## src/rtl/oam_dma_ctrl.sv

```systemverilog
// OAM DMA sequencer: an FF46 write copies LEN bytes from {src_hi,00} into OAM, one byte per clk.
// First OAM write START_DELAY+2 clks after the trigger; no backpressure, the source answers in one clk.
module oam_dma_ctrl #(
    parameter int LEN         = 160,
    parameter int START_DELAY = 1
) (
    input  logic        clk,
    input  logic        rst,
    input  logic [15:0] cpu_addr,
    input  logic [7:0]  cpu_d_out,
    input  logic        cpu_write,
    output logic [7:0]  reg_out,
    output logic        bus_grant,
    output logic [15:0] dma_addr,
    input  logic [7:0]  dma_rd_data,
    output logic [7:0]  oam_addr,
    output logic [7:0]  oam_data,
    output logic        oam_write,
    output logic        busy
);
    localparam logic [7:0] LAST_IDX   = 8'(LEN - 1);
    localparam logic [1:0] DELAY_INIT = 2'(START_DELAY);

    typedef enum logic [1:0] {
        IDLE  = 2'd0,
        START = 2'd1,
        XFER  = 2'd2,
        DRAIN = 2'd3
    } state_t;

    state_t     r_state;
    state_t     w_next;
    logic [7:0] r_reg;
    logic [7:0] r_src_hi;
    logic [7:0] r_idx;
    logic [7:0] r_oam_idx;
    logic [1:0] r_delay;
    logic       r_vld;
    logic       w_trig;
    logic       w_last;
    logic [7:0] w_mapped_hi;

    assign w_trig      = cpu_write && (cpu_addr == 16'hFF46);
    assign w_last      = (r_idx == LAST_IDX);
    // Echo RAM E000..FFFF reads back work RAM C000..DFFF.
    assign w_mapped_hi = (r_src_hi >= 8'hE0) ? (r_src_hi - 8'h20) : r_src_hi;

    always_comb begin
        w_next = r_state;
        if (w_trig) begin
            w_next = START;
        end else begin
            unique case (r_state)
                IDLE:  w_next = IDLE;
                START: if (r_delay == 2'd0) w_next = XFER;
                XFER:  if (w_last) w_next = DRAIN;
                DRAIN: w_next = IDLE;
            endcase
        end
    end

    always_ff @(posedge clk or negedge rst) begin
        if (!rst) begin
            r_state <= IDLE;
        end else begin
            r_state <= w_next;
        end
    end

    always_ff @(posedge clk or negedge rst) begin
        if (!rst) begin
            r_reg     <= 8'h00;
            r_src_hi  <= 8'h00;
            r_idx     <= 8'h00;
            r_oam_idx <= 8'h00;
            r_delay   <= 2'd0;
            r_vld     <= 1'b0;
        end else begin
            // The read issued this cycle always lands, even across a restart.
            r_vld     <= (r_state == XFER);
            r_oam_idx <= r_idx;
            if (w_trig) begin
                r_reg    <= cpu_d_out;
                r_src_hi <= cpu_d_out;
                r_idx    <= 8'h00;
                r_delay  <= DELAY_INIT;
            end else if (r_state == START) begin
                if (r_delay != 2'd0) r_delay <= r_delay - 2'd1;
            end else if (r_state == XFER) begin
                r_idx <= r_idx + 8'd1;
            end
        end
    end

    assign reg_out   = r_reg;
    assign busy      = (r_state != IDLE);
    assign bus_grant = (r_state == XFER);
    assign dma_addr  = bus_grant ? {w_mapped_hi, r_idx} : 16'h0000;
    assign oam_write = r_vld;
    assign oam_addr  = r_vld ? r_oam_idx : 8'h00;
    assign oam_data  = r_vld ? dma_rd_data : 8'h00;

endmodule

```

## config.mk

```make
export PLATFORM = sky130hd
export DESIGN_NAME = oam_dma_ctrl
export DESIGN_NICKNAME = d
export VERILOG_FILES = /design/src/rtl/oam_dma_ctrl.sv
export SDC_FILE = /design/constraint.sdc
export NUM_CORES = 1
export LEC_CHECK = 0
export BUFFER_PORTS_ARGS = -buffer_cell sky130_fd_sc_hd__buf_2
export CORE_MARGIN = 2
export CORE_UTILIZATION = 45
export CTS_BUF_LIST = sky130_fd_sc_hd__clkbuf_8 sky130_fd_sc_hd__clkbuf_16
export DETAILED_ROUTE_END_ITERATION = 10
export PLACE_DENSITY = 0.79
export SLEW_MARGIN = 10
export SYNTH_ARGS = -nofsm -noshare
export SYNTH_HDL_FRONTEND = slang
export SYNTH_SLANG_ARGS = --single-unit
```

## constraint.sdc

```tcl
create_clock -name clk -period 2 [get_ports clk]
set_input_delay 0.4 -clock clk [delete_from_list [all_inputs] [get_ports clk]]
set_output_delay 0.4 -clock clk [all_outputs]
set_load 0.01 [all_outputs]
```

* After elaboration in Yosys (flattened, before gate mapping)
Cells that the tools add are included.
** Cells by class
- $add $sub $neg :: 3
- $mul :: 0
- Div/mod/pow operators :: 0
- $lt $le $gt $ge :: 1
- Equal/unequal tests :: 8
- Shifts and indexed selects :: 0
- Muxes and demuxes :: 14
- Bitwise logic cells :: 0
- Reduce and logical (&&, ||, !) cells :: 12
** Operators by type and width (count)
- $mux 8 :: 6
- $eq 16x16->1 const B :: 1
- $mux 16 :: 1
- $mux 2 :: 6
- $reduce_bool 2->1 :: 5
- $add 8x1->8 const B :: 1
- $eq 8x8->1 const B :: 1
- $ge 8x8->1 const B :: 1
- $sub 8x6->8 const B :: 1
- $pmux 2 s3 :: 1
- $reduce_and 2->1 :: 3
- $eq 2x2->1 const B :: 2
- $logic_not 2->1 :: 2
- $ne 3x1->1 const B :: 1
- $ne 3x3->1 const B :: 1
- $eq 2x1->1 const B :: 1
- $ne 2x2->1 const B :: 1
- $reduce_or 2->1 :: 1
- $sub 2x1->2 const B :: 1
- $logic_and 1x1->1 :: 1
** Word-level totals
- Register bits :: 29
- Latch bits :: 0
- RAM bits :: 0
- Memory bits (read-only) :: 0
- Output and inout port bits :: 43
- Memories :: 0

* Longest topological paths before layout
- Depth after elaboration :: 4
- Mapped depth :: 7
- Gate-level depth less buffers :: 6

* Least setup slack after synthesis
No wires, ideal clock.
- Path type :: register -> output
- Start :: reg r_state[0]
- End :: out dma_addr[14]
- Arrival time :: 1.496 ns
- Setup slack :: 0.104 ns
- Cell stages (with the launch flop) :: 7
- Cell sequence :: dfrtp_1 inv_1 ha_1 clkbuf_1 clkbuf_1 nand2_1 a31oi_1
** Between the ends
- Word-level cells in the longest chain between the ends :: 2
** Ends and longest elaborated chain
- from (decl) :: RTL line 31 : state_t r_state;
- from (signal assigned) :: RTL line 66 : r_state <= w_next;
- $eq 2x2->1 :: RTL line 97 : assign bus_grant = (r_state == XFER);
- named net bus_grant :: RTL line 13 : output logic bus_grant,
- $mux 16 :: RTL line 98 : assign dma_addr = bus_grant ? {w_mapped_hi, r_idx} : 16'h0000;
- to (decl) :: RTL line 14 : output logic [15:0] dma_addr,
The timed path passes the listed nets, and every way through them passes these cells.

* Worst setup path in the final report
- Start :: reg r_state[0]
- End :: out dma_addr[14]
** Between the ends
- Word-level cells in the longest chain between the ends :: 2
** Ends and longest elaborated chain (RTL line)
- $eq 2x2->1 :: 97
- $mux 16 :: 98
Every way passes these cells.

==> impl_results.md <==
- Layout Skew: between 0.002 and 0.003 ns
- Cell Pwr Density: ~1200 mW/mm^2
- CP max FO: 12
- Sequential Power Share: 39.1%
- Worst Reg2Reg Path Length in Cells: 7
- Worst-Skew Late Latency: 0.27 ns
- P_sw: around 0.94 mW
- Pin count of the biggest net entering global routing: 30
- Synthesized flop and latch total: 29
- Vias/cell: 4.75
- Post-cts hold buffer count: 0
- Crit Path Category: flop to output port
- WL final: around 3200 microns
- Num CTS Buffers: 5
- HP Class: primary input to asynchronous set/reset pin
- Number of synthesized flops with an enable pin: 0
- Initial Util: 46.3%
- Pwr Total: 2.51 mW
- Diode count: 0
- TritonCTS clock tree: built
- Mux share of post-synthesis cell area: approximately 8.6%
- Clock buffer depth: 2
- Critical path launch point: r_state[0]
- Setup-failing EPs final: 0
- Pleak: 1.13 nW
- CTS Sinks: 29
- Async SR Flop Fraction: 100%
- Max cap viols: 0
- Synth warn: 0
- CP Capture Type: output port
- Gate power share: 42.9%
- Row count: 21
- Synthesized Nets: between 150 and 200
- Largest cells by area after synthesis: dfrtp_1 (48%), and2_1 (12%), mux2_4 (7.9%)
- Post-synth top area share: 47.7%
- Status: finished, final reports clean
- Number of nets still failing antenna checks after routing: 0
- Die Wd: 62.1 microns
- Ys flop type: dfrtp_1
- Core area: 0.00328 sq mm
- Post-Syn Instances: 145
- Clock power frac: 18.0%
- Routed via count: 1310
- Critical Path Source Type: flop
- Fin. max-slew vios: 0
- PortBufs: a little under 80
- Net Sw Frac: 37.5%
- Post-CTS setup buffer count: 0
- Dpl hpwl: 2420 microns
- End of the worst register-to-register path: r_idx[7]
- Initial drt markers: 16
- Setup slack, reg-to-reg: 0.42 ns
- Ports: 78
- Clock-pin slew on the worst setup and hold paths: 0.06 ns
- First drt pass iteration count: 4
- Post-synthesis sequential area ratio: 47.7%
- Clock H-tree levels: 2
- Placement Cell Area: 0.00197 sq mm
- Number of global-route vias before repair: around 1300
- Biggest area consumer among synthesized cells: dfrtp_1
- Drc violations: 0
- Final Cycle Share: about 94%
- Cell internal pwr: 1.57 mW
- Synth cell count leaders: and2_1 (29), dfrtp_1 (29), nor2_1 (13)
- Area growth from synthesis to layout: 38.4%
- Initial antenna violation count: 0
- Syn_area_per_cell: 10.5 sq um
- Net count, final: 271
- Fin area: 0.00210 sq mm
- Post-synthesis xor/xnor area fraction: under 10%
- Worst slew pin tran: a little over 0.6 ns
- Max Freq: 534 MHz
- Tmin final: 1.87 ns
- Simple-gate share of the synthesized area: 25.8%
- Synth unique cells: 29
- GPL Wtd Cong: about 0.76
- First-pass GRT wire length: roughly 5300 microns
- CTS root buffer: clkbuf_8
- Area share of fa/ha/maj cells after synthesis: 5.76%
- R2r startpoint: r_state[0]
- Total global routing overflow: 0
- VDD IR-drop max: 0.000453 V
- Max-slew headroom: 59.0%
- Overall global routing resource usage: 17.5%
- Synth Area in Compound Gates: 4.44%
- Synthesized area: between 0.0015 and 0.002 sq mm
- Crit path DAT: 1.47 ns
- Largest family of logic cells by synthesized area: simple AND/OR/NAND/NOR gates
- Ratio of cells with drive above 1 in the final layout: between 40% and 50%
- Worst EP required: about 1.6 ns
- Routed wire per std cell: 11.6 microns
- Final hold vios: 0
- Die height: 62.1 microns
- Die area: 0.00386 sq mm
[through the flow]
| stage | hold slack (ns) | std cells | setup WS (ns) | util (%) | setup TNS, ns |
|---|---|---|---|---|---|
| 6_report | 0.137 | 276 | 0.126 | 64.0 | 0 |
| 5_1_grt | 0.174 | 276 | -0.00192 | 64.0 | -0.00192 |
| 4_1_cts | 0.153 | 275 | 0.0379 | 62.7 | 0 |
| 3_5_place_dp | 0.428 | 267 | -0.0851 | 60.0 | -0.626 |
| 3_3_place_gp | 0.422 | 267 | -0.0266 | 60.0 | -0.209 |
| 2_1_floorplan | 0.104 | 145 | 0.104 | - | 0 |
[power by group through the flow]
stage / combinational (mW) / clock (mW) / sequential, mW
floorplan: 0.669 / 0 / 0.926
global placement: 0.961 / 0 / 0.970
detailed placement: 0.999 / 0 / 0.988
CTS: 1.00 / 0.467 / 0.977
global route: 1.20 / 0.494 / 1.01
finish: 1.08 / 0.452 / 0.981
[how the worst max path moves through the flow]
stage                               to  cells after the start  slack [ns]
after floorplan           dma_addr[14]                      6        0.10
after global placement     r_src_hi[1]                      6       -0.03
after detailed placement   r_src_hi[6]                      6       -0.09
after CTS                 dma_addr[13]                      6        0.04
after global routing      dma_addr[15]                      6      -0.002
final                     dma_addr[14]                      6        0.13
[cells by family (layout without fill, tap and decap cells)]
group	count (synthesis)	count (layout)
multiplexers	9	9
AND/OR/NAND/NOR	69	69
buffers and inverters	13	98
adder cells (fa/ha/maj)	7	7
AO/OA/AOI/OAI	12	12
XOR/XNOR	6	6
flip-flops	29	29
[placed cells by master (no fill, tap or decap), types with 2 or more instances in the layout]
cell type / Yosys / layout
buf_2: 0 / 77
and2_1: 29 / 29
dfrtp_1: 29 / 29
nor2_1: 13 / 13
inv_1: 8 / 8
nand2_1: 8 / 8
mux2_4: 8 / 8
ha_1: 7 / 6
clkbuf_8: 0 / 5
a21oi_1: 4 / 4
o21ai_0: 4 / 4
nand4_1: 3 / 3
xor2_1: 3 / 3
nand3_1: 3 / 3
xnor2_1: 3 / 3
a31oi_1: 2 / 2
and3_1: 2 / 2
nor3_1: 2 / 2
nand2b_1: 2 / 2
clkinv_2: 0 / 2
buf_4: 0 / 2
[what timing repair did]
item	in CTS	in global routing
resized for setup	0	4
endpoints found under the setup margin	0	3
hold endpoints to repair	0	0
[layout make-up]
class / instances / area, sq um
Timing Repair Buffer: 82 / 460
Tap cell: 46 / 57.6
Clock inverter: 3 / 17.5
Multi-Input combinational cell: 103 / 743
Inverter: 8 / 30.0
Fill cell: 279 / 1180
Sequential cell: 29 / 726
Clock buffer: 5 / 68.8
[per-layer routing]
layer / GRT usage (%) / wire, microns / vias up
met5: 0 / 0 / -
met4: 8.89 / 70 / 0
met3: 6.52 / 284 / 9
met2: 32.1 / 1540 / 67
met1: 17.2 / 1300 / 593
li1: - / - / 641
[worst max-delay path: stages (launching register included)]
cell and delay (ns):
dfrtp_1 0.39, inv_1 0.15, ha_4 0.18, buf_8 0.13, nand2_1 0.06, a31oi_1 0.13
buf_2 0.15
[sequential cells by signal, summed over array words and instances, names as in the netlist]
| name | count |
|---|---|
| oam_write | 1 |
| r_delay | 2 |
| r_idx | 8 |
| r_oam_idx | 8 |
| r_src_hi | 8 |
| r_state | 2 |
Power figures use the tool's default switching activity.
